`src/rtl/atm_pkg.sv`:
```
// ---------------------------------------------------------------------------
// atm_pkg
//  Shared definitions for the ATM keypad path: key codes delivered by the
//  keypad scanner, the entry-state encoding that atm_pin_entry reports on
//  its entry_state port, and a small key-classification helper.
//  Used by the PIN collector, the ATM controller and their benches.
// ---------------------------------------------------------------------------
package atm_pkg;

  // Non-digit key codes. Codes 0x0-0x9 are digits and 0xD-0xF are illegal.
  localparam logic [3:0] KEY_CLEAR  = 4'hA;
  localparam logic [3:0] KEY_ENTER  = 4'hB;
  localparam logic [3:0] KEY_CANCEL = 4'hC;

  // Entry FSM encoding; the values are visible on the entry_state port.
  typedef enum logic [1:0] {
    ST_IDLE    = 2'b00,
    ST_COLLECT = 2'b01,
    ST_RESULT  = 2'b10
  } entry_state_e;

  // True for the ten decimal digit keys.
  function automatic logic is_digit(input logic [3:0] code);
    return (code <= 4'd9);
  endfunction

endpackage

```
`src/rtl/atm_timeout_timer.sv`:
```
// ---------------------------------------------------------------------------
// atm_timeout_timer
//  Inactivity timer. The count is the number of enabled cycles since the
//  most recent clear cycle; the clear cycle itself is cycle 0. expired is
//  raised while enabled and the count has reached TIMEOUT_CYCLES-1, so an
//  event cleared in cycle N expires in cycle N+TIMEOUT_CYCLES-1.
//  The count saturates at TIMEOUT_CYCLES-1 so expired stays up until the
//  owner clears the timer.
//
// Ports
//  clk      in   rising-edge clock
//  reset    in   synchronous active-high reset, count to 0
//  clear    in   restart counting from this cycle
//  enable   in   count this cycle (count holds when low)
//  expired  out  timeout reached (combinational from the count register)
// ---------------------------------------------------------------------------
module atm_timeout_timer #(
  parameter int TIMEOUT_CYCLES = 1000
) (
  input  logic clk,
  input  logic reset,
  input  logic clear,
  input  logic enable,
  output logic expired
);

  localparam int               CNT_W = $clog2(TIMEOUT_CYCLES + 1);
  localparam logic [CNT_W-1:0] LAST  = CNT_W'(TIMEOUT_CYCLES - 1);

  logic [CNT_W-1:0] count_q;
  logic [CNT_W-1:0] count_d;
  logic [CNT_W-1:0] base;

  // clear takes effect in the current cycle: the cleared cycle counts as 0,
  // and if the timer is enabled the next cycle already reads 1.
  always_comb begin
    base    = clear ? '0 : count_q;
    count_d = base;
    if (enable && (base != LAST)) begin
      count_d = base + CNT_W'(1);
    end
  end

  always_ff @(posedge clk) begin
    if (reset) begin
      count_q <= '0;
    end else begin
      count_q <= count_d;
    end
  end

  assign expired = enable && (count_q == LAST);

endmodule

```
`src/rtl/atm_pin_entry.sv`:
```
// ---------------------------------------------------------------------------
// atm_pin_entry
//  Keypad-side PIN collector and verifier. While a card is present it
//  collects BCD digits into a shift buffer, and on ENTER with a full buffer
//  compares them with the card's stored PIN. The result is reported to the
//  ATM controller as a one-cycle pin_entered pulse with pin_correct valid
//  alongside it. Attempt counting / card blocking live in the controller.
//
// Ports
//  clk            in   rising-edge clock
//  reset          in   synchronous active-high reset
//  card_inserted  in   level; entry enabled only while high
//  key_valid      in   one-cycle strobe qualifying key_code
//  key_code       in   4-bit key (0-9 digit, A CLEAR, B ENTER, C CANCEL)
//  stored_pin     in   reference PIN, BCD, MS digit first, sampled at ENTER
//  pin_entered    out  one-cycle pulse: attempt completed
//  pin_correct    out  attempt result, held until next attempt/CANCEL/removal
//  digit_count    out  digits currently buffered (masked display)
//  entry_state    out  FSM state (00 IDLE, 01 COLLECT, 10 RESULT)
//  key_error      out  one-cycle pulse the cycle after a rejected key
//  timeout        out  one-cycle pulse in the cycle the inter-key timer fires
//
// Handshake: key_valid is a strobe with no back-pressure. A key is consumed
// in the cycle it is presented; keys outside COLLECT are dropped silently.
// ---------------------------------------------------------------------------
module atm_pin_entry
  import atm_pkg::*;
#(
  parameter int PIN_DIGITS     = 4,
  parameter int TIMEOUT_CYCLES = 1000
) (
  input  logic                    clk,
  input  logic                    reset,
  input  logic                    card_inserted,
  input  logic                    key_valid,
  input  logic [3:0]              key_code,
  input  logic [4*PIN_DIGITS-1:0] stored_pin,
  output logic                    pin_entered,
  output logic                    pin_correct,
  output logic [2:0]              digit_count,
  output logic [1:0]              entry_state,
  output logic                    key_error,
  output logic                    timeout
);

  localparam int         BUF_W = 4 * PIN_DIGITS;
  localparam logic [2:0] FULL  = 3'(PIN_DIGITS);

  // -------------------------------------------------------------------------
  // Registers
  // -------------------------------------------------------------------------
  entry_state_e     state_q, state_d;
  logic [BUF_W-1:0] pin_buf_q, pin_buf_d;
  logic [2:0]       count_q, count_d;
  logic             pin_correct_q, pin_correct_d;
  logic             key_error_q, key_error_d;

  // -------------------------------------------------------------------------
  // Shared decode
  // -------------------------------------------------------------------------
  logic in_collect;
  logic live_key;     // key accepted for processing this cycle
  logic timer_clear;
  logic timer_enable;
  logic timer_expired;
  logic tmo_fire;     // timeout takes effect this cycle

  assign in_collect = (state_q == ST_COLLECT);
  assign live_key   = in_collect && card_inserted && key_valid;

  // Card removal and a same-cycle key both take precedence over expiry.
  assign tmo_fire   = in_collect && card_inserted && !key_valid && timer_expired;

  // The timer only runs in COLLECT. Clearing it everywhere else means it
  // always starts from zero on entering COLLECT. It is also restarted on
  // every key and on its own expiry so a long idle gives periodic pulses.
  assign timer_enable = in_collect;
  assign timer_clear  = !in_collect || !card_inserted || key_valid || timer_expired;

  atm_timeout_timer #(
    .TIMEOUT_CYCLES(TIMEOUT_CYCLES)
  ) u_timer (
    .clk    (clk),
    .reset  (reset),
    .clear  (timer_clear),
    .enable (timer_enable),
    .expired(timer_expired)
  );

  // -------------------------------------------------------------------------
  // FSM: state register
  // -------------------------------------------------------------------------
  always_ff @(posedge clk) begin
    if (reset) begin
      state_q <= ST_IDLE;
    end else begin
      state_q <= state_d;
    end
  end

  // -------------------------------------------------------------------------
  // FSM: next state
  // -------------------------------------------------------------------------
  always_comb begin
    state_d = state_q;
    unique case (state_q)
      ST_IDLE: begin
        if (card_inserted) begin
          state_d = ST_COLLECT;
        end
      end
      ST_COLLECT: begin
        if (!card_inserted) begin
          state_d = ST_IDLE;
        end else if (key_valid && (key_code == KEY_ENTER) && (count_q == FULL)) begin
          state_d = ST_RESULT;
        end else if (key_valid && (key_code == KEY_CANCEL)) begin
          state_d = ST_IDLE;
        end
      end
      ST_RESULT: begin
        // RESULT lasts exactly one cycle; the user may retry straight away.
        state_d = card_inserted ? ST_COLLECT : ST_IDLE;
      end
      default: begin
        state_d = ST_IDLE;
      end
    endcase
  end

  // -------------------------------------------------------------------------
  // Datapath: PIN buffer, digit count, compare result, key error
  // -------------------------------------------------------------------------
  always_comb begin
    pin_buf_d     = pin_buf_q;
    count_d       = count_q;
    pin_correct_d = pin_correct_q;
    key_error_d   = 1'b0;

    if (!card_inserted) begin
      // Removal wins over anything else presented in the same cycle.
      pin_buf_d     = '0;
      count_d       = '0;
      pin_correct_d = 1'b0;
    end else if (state_q != ST_COLLECT) begin
      // IDLE and RESULT never hold digits; the next COLLECT starts empty.
      pin_buf_d = '0;
      count_d   = '0;
    end else if (live_key) begin
      if (is_digit(key_code)) begin
        if (count_q < FULL) begin
          pin_buf_d = {pin_buf_q[BUF_W-5:0], key_code};
          count_d   = count_q + 3'd1;
        end else begin
          key_error_d = 1'b1;
        end
      end else begin
        unique case (key_code)
          KEY_CLEAR: begin
            pin_buf_d = '0;
            count_d   = '0;
          end
          KEY_ENTER: begin
            if (count_q == FULL) begin
              // Compare is registered here and presented during RESULT.
              // The digits are wiped at the same edge so they never
              // outlive the attempt.
              pin_correct_d = (pin_buf_q == stored_pin);
              pin_buf_d     = '0;
              count_d       = '0;
            end else begin
              key_error_d = 1'b1;
            end
          end
          KEY_CANCEL: begin
            pin_buf_d     = '0;
            count_d       = '0;
            pin_correct_d = 1'b0;
          end
          default: begin
            key_error_d = 1'b1;
          end
        endcase
      end
    end else if (tmo_fire) begin
      pin_buf_d = '0;
      count_d   = '0;
    end
  end

  always_ff @(posedge clk) begin
    if (reset) begin
      pin_buf_q     <= '0;
      count_q       <= '0;
      pin_correct_q <= 1'b0;
      key_error_q   <= 1'b0;
    end else begin
      pin_buf_q     <= pin_buf_d;
      count_q       <= count_d;
      pin_correct_q <= pin_correct_d;
      key_error_q   <= key_error_d;
    end
  end

  // -------------------------------------------------------------------------
  // FSM: outputs
  // -------------------------------------------------------------------------
  always_comb begin
    pin_entered = (state_q == ST_RESULT);
    pin_correct = pin_correct_q;
    digit_count = count_q;
    entry_state = state_q;
    key_error   = key_error_q;
    // Combinational so that a key arriving in the expiry cycle can cancel
    // the pulse in that same cycle.
    timeout     = tmo_fire;
  end

endmodule

```
`config.mk`:
```
export PLATFORM = sky130hd
export DESIGN_NAME = atm_pin_entry
export DESIGN_NICKNAME = d
export VERILOG_FILES = /design/src/rtl/atm_pkg.sv /design/src/rtl/atm_timeout_timer.sv /design/src/rtl/atm_pin_entry.sv
export SDC_FILE = /design/constraint.sdc
export NUM_CORES = 1
export LEC_CHECK = 0
export BUFFER_PORTS_ARGS = -buffer_cell sky130_fd_sc_hd__buf_2
export CAP_MARGIN = 20
export CELL_PAD_IN_SITES_DETAIL_PLACEMENT = 1
export CELL_PAD_IN_SITES_GLOBAL_PLACEMENT = 2
export CORE_ASPECT_RATIO = 1.75
export CORE_MARGIN = 4
export CORE_UTILIZATION = 36
export DETAILED_ROUTE_END_ITERATION = 8
export PLACE_DENSITY_LB_ADDON = 0.1
export SETUP_SLACK_MARGIN = 0.3
export SLEW_MARGIN = 20
export SYNTH_ARGS = -nofsm -noshare
export SYNTH_HDL_FRONTEND = slang
export SYNTH_HIERARCHICAL = 1
export SYNTH_SLANG_ARGS = --single-unit
export TNS_END_PERCENT = 100
```
`constraint.sdc`:
```
create_clock -name clk -period 6.2 [get_ports clk]
set_input_delay 0.62 -clock clk [delete_from_list [all_inputs] [get_ports clk]]
set_output_delay 0.62 -clock clk [all_outputs]
set_load 0.02 [all_outputs]
```
==> results.ini, run 1 <==
[setup_path]
worstPathRequired_ps=6370
startpoint=entry_state[0]$_SDFFE_PP0P_
worst_ep_arrival_time_ps=3390
crit_path_frequent_cell=nor2b_1
worstReg2RegEnd=u_timer/count_q[0]$_SDFF_PP0_
crit_type=reg2reg
cp_max_fo=11
startpoint_type=register
cp-end-kind=register
r2r_slack_ps=2980
slowest_stage=nor2b_1
crit_chain=nor2b_1 -> nand4_1 -> nor2_1 -> or3_1 -> nor2b_1 -> ha_1 -> and3b_1 -> a31oi_1 -> mux2_1
ff2ff_path_depth=9
r2r-start=entry_state[0]$_SDFFE_PP0P_
cpPeakStageDelay_ps=650

[global_route]
grt_pass1_wl_um=8066
grt.total_usage_pct=15.66
grt_overflow=0
antenna_found_initial=0
grt_max_degree=26
first_global_vias=1686

[min_path]
hp-start=pin_buf_q[15]$_SDFFE_PP0P_
hold_depth=2
hold_class=reg2reg
hold_path_end=pin_buf_q[15]$_SDFFE_PP0P_

[placed_design]
place_hpwl_um=3725
io_buffers=32
dp.cells=291
dp_slack_ps=2958
gp_congestion=0.8310

[power_and_ir_drop]
power_frac_seq_pct=52.9
leakage_nw=0.9454
power_frac_clock_pct=39.6
power_density_nw_per_um2=188.8
switching_power_mw=0.09952
p_int_mw=0.3034
combPwrFrac_pct=7.5
ir_drop_v=0.0001121
netSwitchingFraction_pct=24.70

[detailed_routing]
routedWlPerCell_um=15.97
first_pass_iters=4
final_antenna_net_count=0
via_per_inst=5.452
drt_iter0_drc=63
drt-total-wl_um=4776
drc=0
via_count=1630

[floorplan]
top_level_ports=33
core_um2=5020
initial_core_util_pct=37.64
dieArea_um2=6517
dieHeight_um=103.8
die_w_um=62.76
rows=34

[clock_tree]
cts_made_buffers=5
cts-root-buf=clkbuf_8
hold_buffers=0
cts_setup_buffers=0
clk_pin_slew_ps=70
ctsResizeCount=0
clk-insertion-delay-late_ps=290
numClockSinks=33
cts_buffer_depth=2
cts.htree.levels=2
cts_tree=yes

[flow_run]
cap_violations=0

[timing]
slew_viol_final=0
finClkSkew_ps=6.210
fin_setup_tns_ps=0
hold_violations=0
grt_setup_unrepaired=no
timing.final.crit_share_pct=51.90
finalSetupViolations=0
fmax_ghz=0.3108
slew_headroom_pct=34.45
period_minus_slack_ps=3218
worst_slack_ps=2982
tightest_slew_ps=983.2

[logic_synthesis]
yosysUniqueCellTypes=46
ys_seq_area_share_pct=34.97
synth_edf_count=0
ys_seq_elements=33
synth_area_um2=1889
synthArstFlopShare_pct=0
synth_top_flop_cell=dfxtp_1
netlist_instances=215
postSynthAreaPerCell_um2=8.787
synth_nets=242
yosysWarnings=6

[status]
status=finished, final reports clean

[final_layout]
nNetsFinal=271
fin_util_pct=42.52
drive_gt1_share_pct=19.18
stdcell_count=299
nFillCells=621
syn2layout_area_growth_pct=12.98
antenna_cells=0

-- worst max-delay path by stage --
stage                                     to  slack (ps)
5_1_grt        u_timer/count_q[0]$_SDFF_PP0_        2710
4_1_cts        u_timer/count_q[0]$_SDFF_PP0_        2950
2_1_floorplan  u_timer/count_q[0]$_SDFF_PP0_        3580
3_3_place_gp   u_timer/count_q[0]$_SDFF_PP0_        2940
3_5_place_dp   u_timer/count_q[0]$_SDFF_PP0_        2960
6_report       u_timer/count_q[0]$_SDFF_PP0_        2980
-- critical path: cells and delay by family, from the launching register on --
family                   cells  cell delay, ps
flip-flops                   1             410
multiplexers                 1             340
adder cells (fa/ha/maj)      1             280
AND/OR/NAND/NOR              6            1840
AO/OA/AOI/OAI                1             240
-- power by group through the flow --
stage | clock, mW | sequential [mW] | combinational (mW)
final | 0.160 | 0.213 | 0.0300
after global routing | 0.176 | 0.213 | 0.0337
after CTS | 0.168 | 0.213 | 0.0307
after detailed placement | 0 | 0.218 | 0.0306
after global placement | 0 | 0.218 | 0.0305
after floorplan | 0 | 0.218 | 0.0171
-- registers in the layout, summed over array words and instances (netlist names) --
name             count
pin_buf_q           16
u_timer/count_q     10
digit_count          3
entry_state          2
key_error            1
pin_correct          1
-- metal layers --
| metal | global-route usage (%) | wire length, um | share of wire [%] | up-vias |
|---|---|---|---|---|
| met4 | 8.689 | 168 | 3.5 | 0 |
| met1 | 15.88 | 1826 | 38 | 774 |
| met5 | 0 | 0 | 0 | - |
| li1 | - | - | - | 818 |
| met2 | 29.18 | 2644 | 55 | 30 |
| met3 | 2.925 | 137 | 2.9 | 8 |
-- logic make-up (layout without fill, tap and decap cells) --
logic type	Yosys count	after routing	share of synthesized area, %
compound gates	30	30	11.13
xor+xnor	18	18	8.344
fa+ha+maj	3	3	1.987
buf+inv	16	46	4.636
flops	33	33	34.97
mux	19	19	10.13
simple gates	96	96	28.81
-- through the flow --
stage	hold slack [ps]	instance area, um^2	total power [mW]
after CTS	481.3	2135	0.4116
after global routing	502.8	2135	0.4226
after detailed placement	470.0	2052	0.2488
after floorplan	446.2	1889	0.2356
after global placement	462.1	2052	0.2487
final	476.4	2135	0.4029
-- cells in the mapped netlist (2+ instances only) --
cell | instances | area share [%]
or3_1 | 2 | 0.66
xor2_1 | 18 | 8.3
buf_2 | 3 | 0.79
a21oi_1 | 9 | 2.4
inv_1 | 6 | 1.2
a31oi_1 | 2 | 0.66
nor4_1 | 4 | 1.3
nand2b_1 | 4 | 1.3
mux2i_1 | 18 | 9.5
o21ai_0 | 2 | 0.53
nand3_1 | 6 | 1.6
o31ai_1 | 4 | 1.6
or4_1 | 3 | 1.2
clkbuf_1 | 5 | 0.99
dfxtp_1 | 33 | 35
nor2_1 | 8 | 1.6
nand4_1 | 4 | 1.3
ha_1 | 3 | 2.0
nand4b_1 | 2 | 0.93
a311o_1 | 2 | 1.1
nand2_1 | 39 | 7.7
a211oi_1 | 2 | 0.79
and4_1 | 2 | 0.93
nor2b_1 | 9 | 3.0
nor3b_2 | 2 | 1.3
a31o_2 | 2 | 0.93
nor3b_1 | 2 | 0.79
-- area by class of cell --
cell class | instances | area [um^2] | area share, %
Timing Repair Buffer | 32 | 160.2 | 7.503
Inverter | 6 | 22.52 | 1.055
Clock inverter | 2 | 10.01 | 0.4689
Sequential cell | 33 | 660.6 | 30.95
Tap cell | 54 | 67.56 | 3.165
Clock buffer | 6 | 72.57 | 3.400
Multi-Input combinational cell | 166 | 1141 | 53.46
-- placed cells by master (no fill, tap or decap), types with 3 or more instances in the layout --
master	count
nor2b_1	9
mux2i_1	18
dfxtp_1	33
clkbuf_8	5
xor2_1	18
nor2_1	8
nand2_1	39
nand3_1	6
buf_2	32
nand2b_1	4
ha_1	3
nand4_1	4
inv_1	6
or4_1	3
a21oi_1	9
nor4_1	4
o31ai_1	4
Note: power is estimated with default switching activity, not from simulation.
==> inputs of run 2 (changes only) <==
--- a/config.mk
+++ b/config.mk
@@ -5,13 +5,14 @@
 export SDC_FILE = /design/constraint.sdc
 export NUM_CORES = 1
 export LEC_CHECK = 0
+export ABC_AREA = 1
 export BUFFER_PORTS_ARGS = -buffer_cell sky130_fd_sc_hd__buf_2
 export CAP_MARGIN = 20
 export CELL_PAD_IN_SITES_DETAIL_PLACEMENT = 1
 export CELL_PAD_IN_SITES_GLOBAL_PLACEMENT = 2
 export CORE_ASPECT_RATIO = 1.75
 export CORE_MARGIN = 4
-export CORE_UTILIZATION = 36
+export CORE_UTILIZATION = 27
 export DETAILED_ROUTE_END_ITERATION = 8
 export PLACE_DENSITY_LB_ADDON = 0.1
 export SETUP_SLACK_MARGIN = 0.3
==> constraint.sdc (replaced) <==
create_clock -name clk -period 2.9 [get_ports clk]
set_input_delay 0.29 -clock clk [delete_from_list [all_inputs] [get_ports clk]]
set_output_delay 0.29 -clock clk [all_outputs]
set_load 0.02 [all_outputs]
==> run 2 against run 1 <==
Net effect:
- wire length rose by 43%
- highest routed layer unchanged
- via count is 41% higher
- synthesized area rose by 19%
- core utilization shrank 8.8 points
- critical path depth increased by 4
==> results.ini, run 2 <==
[status]
status=finished, final reports clean

[setup_path]
r2r-start=entry_state[0]$_SDFFE_PP0P_
startpoint=entry_state[0]$_SDFFE_PP0P_
cpPeakStageDelay_ps=420  ; -230 ps
crit_type=reg2reg
crit_chain=inv_1 -> nor2_1 -> nand3_1 -> nor4_2 -> nand3b_1 -> nor2_1 -> ha_1 -> nand3_2 -> nor2_1 -> nand2_1 -> nand2_2 -> o21ai_0 -> nor2_1
worst_ep_arrival_time_ps=2490  ; -900 ps
startpoint_type=register
cp_max_fo=5  ; -6
cp-end-kind=register
slowest_stage=dfxtp_1
crit_path_frequent_cell=nor2_1
worstPathRequired_ps=3070  ; -3300 ps

[logic_synthesis]
ys_seq_area_share_pct=29.32  ; -5.6 points
yosysMostFrequentCell=nand2_1
synth-xor-area-share_pct=2.721  ; -5.6 points
synth_top_area_share_pct=29.32  ; -5.6 points
synth_top_family_by_area=simple AND/OR/NAND/NOR gates
synth_top_flop_cell=dfxtp_1
yosys.area.top_type=dfxtp_1
ys_seq_elements=33  ; unchanged
synthMuxAreaShare_pct=0  ; -10 points
yosysWarnings=6  ; unchanged
synthArstFlopShare_pct=0  ; unchanged
ys_top_cells_by_area=dfxtp_1, nand2_1, nor2_1
yosys.area_share.adder_pct=1.666  ; -0.32 points
synth_common_cells=nand2_1, nor2_1, inv_1
yosysUniqueCellTypes=32  ; -30%
synth_area_um2=2253  ; +19%
synth_compound_area_share_pct=7.274  ; -3.9 points
synth_edf_count=0  ; unchanged
synthSimpleGateAreaFrac_pct=46.59  ; +18 points
synth_nets=388  ; +60%
netlist_instances=361  ; +68%
postSynthAreaPerCell_um2=6.242  ; -29%

[global_route]
grt_max_degree=18  ; -31%
grt_overflow=0  ; unchanged
antenna_found_initial=0  ; unchanged
first_global_vias=2362  ; +40%
grt.total_usage_pct=14.41  ; -1.2 points
grt_pass1_wl_um=11210  ; +39%

[detailed_routing]
via_per_inst=4.657  ; -15%
via_count=2296  ; +41%
final_antenna_net_count=0  ; unchanged
drt_iter0_drc=33  ; -48%
first_pass_iters=4  ; unchanged
routedWlPerCell_um=13.86  ; -13%
drt-total-wl_um=6835  ; +43%
drc=0  ; unchanged

[clock_tree]
cts.htree.levels=2  ; unchanged
cts-root-buf=clkbuf_16
cts_buffer_depth=2  ; unchanged
clk_pin_slew_ps=60  ; about the same
cts_made_buffers=5  ; unchanged
clk-insertion-delay-late_ps=280  ; about the same
numClockSinks=33  ; unchanged
hold_buffers=0  ; unchanged
cts_tree=yes

[timing]
finalSetupViolations=0  ; unchanged
timing.final.crit_share_pct=80.10  ; +28 points
fmax_ghz=0.4305  ; +39%
slew_headroom_pct=63.97  ; +30 points
grt_setup_unrepaired=no
finClkSkew_ps=5.122  ; -1.088 ps
tightest_slew_ps=538.5  ; -444.7 ps
fin_setup_tns_ps=0  ; unchanged
period_minus_slack_ps=2323  ; -894.8 ps
hold_violations=0  ; unchanged
slew_viol_final=0  ; unchanged

[placed_design]
gp_congestion=0.8144  ; -2.0%
place_area_um2=2510  ; +22%
place_hpwl_um=5660  ; +52%
io_buffers=32  ; unchanged
dp.cells=483  ; +66%

[final_layout]
fin_util_pct=33.73  ; -8.8 points
multiInputGateArea_um2=1324  ; +16%
seqCellArea_um2=660.6  ; unchanged
nFillCells=1069  ; +72%
stdcell_count=493  ; +65%
drive_gt1_share_pct=18.86  ; -0.33 points
syn2layout_area_growth_pct=19.99
largest_reg_flops=16  ; unchanged
nNetsFinal=430  ; +59%
layout_commonest_cell=nand2_1
regMostFlops=pin_buf_q
final_cell_area_um2=2704  ; +27%
antenna_cells=0  ; unchanged
final_cell_mix=nand2_1, nor2_1, inv_1

[floorplan]
core_um2=8016  ; +60%
dieArea_um2=9929  ; +52%
die_w_um=77.06  ; +23%
top_level_ports=33  ; unchanged
rows=43  ; +26%
dieHeight_um=128.9  ; +24%
initial_core_util_pct=28.11  ; -9.5 points

[power_and_ir_drop]
ir_drop_v=0.0001885  ; +68%
leakage_nw=1.166  ; +23%
fin_total_pwr_mw=1.181  ; +190%
power_density_nw_per_um2=436.9  ; +130%

[flow_run]
cap_violations=0  ; unchanged

[min_path]
hold_class=in2reg
hp-start=reset

==> run 2: changes by cell type in the layout (fill, tap and decap cells not counted), sizes merged, moves of 16 or more <==
| cell | delta |
|---|---|
| nor2 | +87 |
| nand2 | +58 |
| inv | +49 |
| nand3 | +24 |
| mux2i | -18 |
| xor2 | -16 |
==> run 2: metrics by stage <==
step                      setup WS [ps]  hold slack [ps]
final                             577.0            296.5
after global routing              325.0            292.7
after CTS                         336.4            293.5
after detailed placement          188.2            496.8
after global placement            284.4            471.9
after floorplan                   406.2            359.1
==> run 2: power breakdown <==
part | switching, mW | internal (mW) | total (mW)
clock network | 0.198 | 0.399 | 0.597
registers | 0.00412 | 0.457 | 0.462
logic | 0.0766 | 0.0461 | 0.123
total | 0.279 | 0.902 | 1.18
==> run 2: cell families after synthesis <==
family / after synthesis
and+or+nand+nor: 232
DFF: 33
buffers and inverters: 61
xor gates and xnor gates: 7
adders and majority gates: 3
AOI/OAI and AO/OA: 25
==> run 2: final timing paths <==
path | end | slack [ps] | cells past startpoint
setup / recovery | u_timer/count_q[0]$_SDFF_PP0_ | 580 | 13
hold / removal | u_timer/count_q[4]$_SDFF_PP0_ | 300 | 2
setup reg to reg | u_timer/count_q[0]$_SDFF_PP0_ | 580 | 13
hold reg to reg | pin_buf_q[15]$_SDFFE_PP0P_ | 500 | 2
==> run 2: final cells by class <==
cell class	instances	share of cell area, %
Multi-Input combinational cell	267	48.96
Tap cell	90	4.165
Timing Repair Buffer	41	8.422
Clock inverter	2	1.296
Sequential cell	33	24.43
Clock buffer	5	4.627
Inverter	55	8.098
==> run 2: what timing repair did <==
item	in CTS	in global routing
pin swaps	0	1
endpoints found under the setup margin	9	10
setup buffers	0	3
gates resized for setup	1	1
==> run 2: metal layers <==
| layer | GRT usage (%) | vias up | routed length [um] |
|---|---|---|---|
| li1 | - | 1184 | - |
| met1 | 12.94 | 1076 | 2361 |
| met3 | 2.241 | 14 | 114 |
| met2 | 30.99 | 22 | 4204 |
| met5 | 0 | - | 0 |
| met4 | 5.451 | 0 | 155 |
==> run 2: worst max-delay path, delay by kind of cell (launching register included) <==
family / cells / cell delay, ps
simple gates: 10 / 1330
flops: 1 / 420
fa+ha+maj: 1 / 240
compound gates: 1 / 170
buf+inv: 1 / 60
==> inputs of run 3 (changes only) <==
--- a/config.mk
+++ b/config.mk
@@ -5,14 +5,14 @@
 export SDC_FILE = /design/constraint.sdc
 export NUM_CORES = 1
 export LEC_CHECK = 0
-export ABC_AREA = 1
+export ABC_AREA = 0
 export BUFFER_PORTS_ARGS = -buffer_cell sky130_fd_sc_hd__buf_2
 export CAP_MARGIN = 20
 export CELL_PAD_IN_SITES_DETAIL_PLACEMENT = 1
 export CELL_PAD_IN_SITES_GLOBAL_PLACEMENT = 2
 export CORE_ASPECT_RATIO = 1.75
 export CORE_MARGIN = 4
-export CORE_UTILIZATION = 27
+export CORE_UTILIZATION = 33
 export DETAILED_ROUTE_END_ITERATION = 8
 export PLACE_DENSITY_LB_ADDON = 0.1
 export SETUP_SLACK_MARGIN = 0.3
==> constraint.sdc (replaced) <==
create_clock -name clk -period 2.2 [get_ports clk]
set_input_delay 0.22 -clock clk [delete_from_list [all_inputs] [get_ports clk]]
set_output_delay 0.22 -clock clk [all_outputs]
set_load 0.02 [all_outputs]
==> run 3 against run 2 <==
Net effect:
- sequential cell count unchanged
- critical path depth fell by 4
- clock power shrank 26%
- power is 1.4% lower
==> results.ini, run 3 (same netlist as run 1, synthesis figures left out) <==
[status]
status=finished, final reports clean

[final_layout]
final_cell_area_um2=2723  ; +0.69%
antenna_cells=0  ; unchanged
nFillCells=705  ; -34%
regMostFlops=pin_buf_q
layout_commonest_cell=nand2_1
nNetsFinal=314  ; -27%
drive_gt1_share_pct=43.06  ; +24 points
syn2layout_area_growth_pct=44.11
largest_reg_flops=16  ; unchanged
final_cell_mix=nand2_1, buf_2, buf_4

[setup_path]
startpoint_type=register
worstReg2RegEnd=u_timer/count_q[8]$_SDFF_PP0_
r2r_slack_ps=20  ; -550 ps
ff2ff_path_depth=9  ; -4
cp-end-kind=register
cp_max_fo=5  ; unchanged
worst_ep_arrival_time_ps=2390  ; -100 ps
crit_type=reg2reg
r2r-start=entry_state[0]$_SDFFE_PP0P_
worstPathRequired_ps=2410  ; -660 ps

[clock_tree]
cts_made_buffers=5  ; unchanged
clk-insertion-delay-late_ps=280  ; about the same
numClockSinks=33  ; unchanged
cts.htree.levels=2  ; unchanged
cts-root-buf=clkbuf_8
cts_tree=yes
clk_pin_slew_ps=70  ; about the same
cts_buffer_depth=2  ; unchanged

[floorplan]
rows=36  ; -16%
dieArea_um2=7047  ; -29%
top_level_ports=33  ; unchanged
core_um2=5585  ; -30%
initial_core_util_pct=33.83  ; +5.7 points
dieHeight_um=108.1  ; -16%
die_w_um=65.20  ; -15%

[detailed_routing]
via_count=1824  ; -21%
drt-total-wl_um=5906  ; -14%
routedWlPerCell_um=16.23  ; +17%
drc=0  ; unchanged
via_per_inst=5.011  ; +7.6%
final_antenna_net_count=0  ; unchanged
first_pass_iters=5  ; +1
drt_iter0_drc=59  ; +79%

[timing]
timing.final.crit_share_pct=98.96  ; +19 points
period_minus_slack_ps=2177  ; -145.9 ps
slew_viol_final=0  ; unchanged
finalSetupViolations=0  ; unchanged
fmax_ghz=0.4593  ; +6.7%
hold_violations=0  ; unchanged
fin_setup_tns_ps=0  ; unchanged
slew_headroom_pct=73.81  ; +9.8 points
finClkSkew_ps=4.569  ; -0.5534 ps
grt_setup_unrepaired=yes
tightest_slew_ps=392.8  ; -145.6 ps

[power_and_ir_drop]
fin_total_pwr_mw=1.164  ; -1.4%
power_density_nw_per_um2=427.6  ; -2.1%
ir_drop_v=0.0004219  ; +120%
leakage_nw=1.212  ; +4.0%

[global_route]
grt.total_usage_pct=17.67  ; +3.3 points
first_global_vias=1943  ; -18%
grt_overflow=0  ; unchanged
grt_pass1_wl_um=9528  ; -15%
antenna_found_initial=0  ; unchanged
grt_max_degree=25  ; +7

[min_path]
hold_class=in2reg
hp-start=key_code[0]
hold_path_end=entry_state[1]$_SDFFE_PP0P_
hold_depth=3  ; +1

[placed_design]
place_hpwl_um=4143  ; -27%
gp_congestion=0.8248  ; +1.3%
io_buffers=32  ; unchanged
place_area_um2=2287  ; -8.9%

[flow_run]
cap_violations=0  ; unchanged

[run 3: cell types whose count changed in the layout (fill, tap and decap cells not counted), sizes merged, moves of 8 or more]
cell,change
inv,-49
buf,+33
o21bai,-8
nand3,-24
mux2i,+18
nor2b,+9
nand2,-58
nor2,-87
xor2,+16
[run 3: worst max-delay path, stage by stage, from the launching register on]
cell and delay, ps:
dfxtp_4 360, nor2b_4 160, nand2_2 60, or3_4 410, buf_6 130, nor2b_4 130, ha_4 170, nand2b_4 60
or4_1 480, a21oi_1 130
[run 3: stage by stage]
stage               hold WS (ps)  setup WS, ps  util (%)  cells
global placement           446.7        -45.40     40.95    334
floorplan                  289.1        -67.08         -    215
detailed placement         450.5        -46.28     40.95    334
CTS                        209.2         30.36     45.16    352
global route               225.3        -54.92     48.75    364
finish                     217.5         22.87     48.75    364
[run 3: layout make-up]
class / instances / area, um^2 / share of cell area (%)
Tap cell: 76 / 95.09 / 3.493
Clock buffer: 6 / 72.57 / 2.665
Inverter: 6 / 22.52 / 0.8272
Multi-Input combinational cell: 166 / 1272 / 46.74
Clock inverter: 2 / 10.01 / 0.3676
Timing Repair Buffer: 75 / 579.3 / 21.28
Sequential cell: 33 / 670.6 / 24.63
[run 3: what timing repair did]
item / 4_1_cts / 5_1_grt
gates resized for setup: 10 / 28
hold buffers: 0 / 0
gates cloned: 2 / 1
setup endpoints to repair: 19 / 30
setup buffers: 8 / 11
pin swaps: 6 / 12
[run 3: how the worst max path moves through the flow]
stage | from | endpoint | depth (start not counted)
after floorplan | entry_state[0]$_SDFFE_PP0P_ | u_timer/count_q[0]$_SDFF_PP0_ | 11
final | entry_state[0]$_SDFFE_PP0P_ | u_timer/count_q[8]$_SDFF_PP0_ | 9
after detailed placement | u_timer/count_q[8]$_SDFF_PP0_ | u_timer/count_q[7]$_SDFF_PP0_ | 8
after global routing | entry_state[0]$_SDFFE_PP0P_ | u_timer/count_q[8]$_SDFF_PP0_ | 9
after global placement | u_timer/count_q[8]$_SDFF_PP0_ | u_timer/count_q[7]$_SDFF_PP0_ | 8
after CTS | u_timer/count_q[8]$_SDFF_PP0_ | u_timer/count_q[8]$_SDFF_PP0_ | 10
[run 3: routing by layer]
metal,track usage [%],wire [um],share of wire (%)
met1,15.80,1994,34
met2,36.69,3684,62
met3,2.911,142,2.4
met4,7.567,85,1.4
met5,0,0,0
[run 3: power breakdown]
part / internal, mW / switching (mW)
Sequential: 0.599 / 0.00202
Combinational: 0.0616 / 0.0594
Clock: 0.219 / 0.224
Total: 0.879 / 0.285
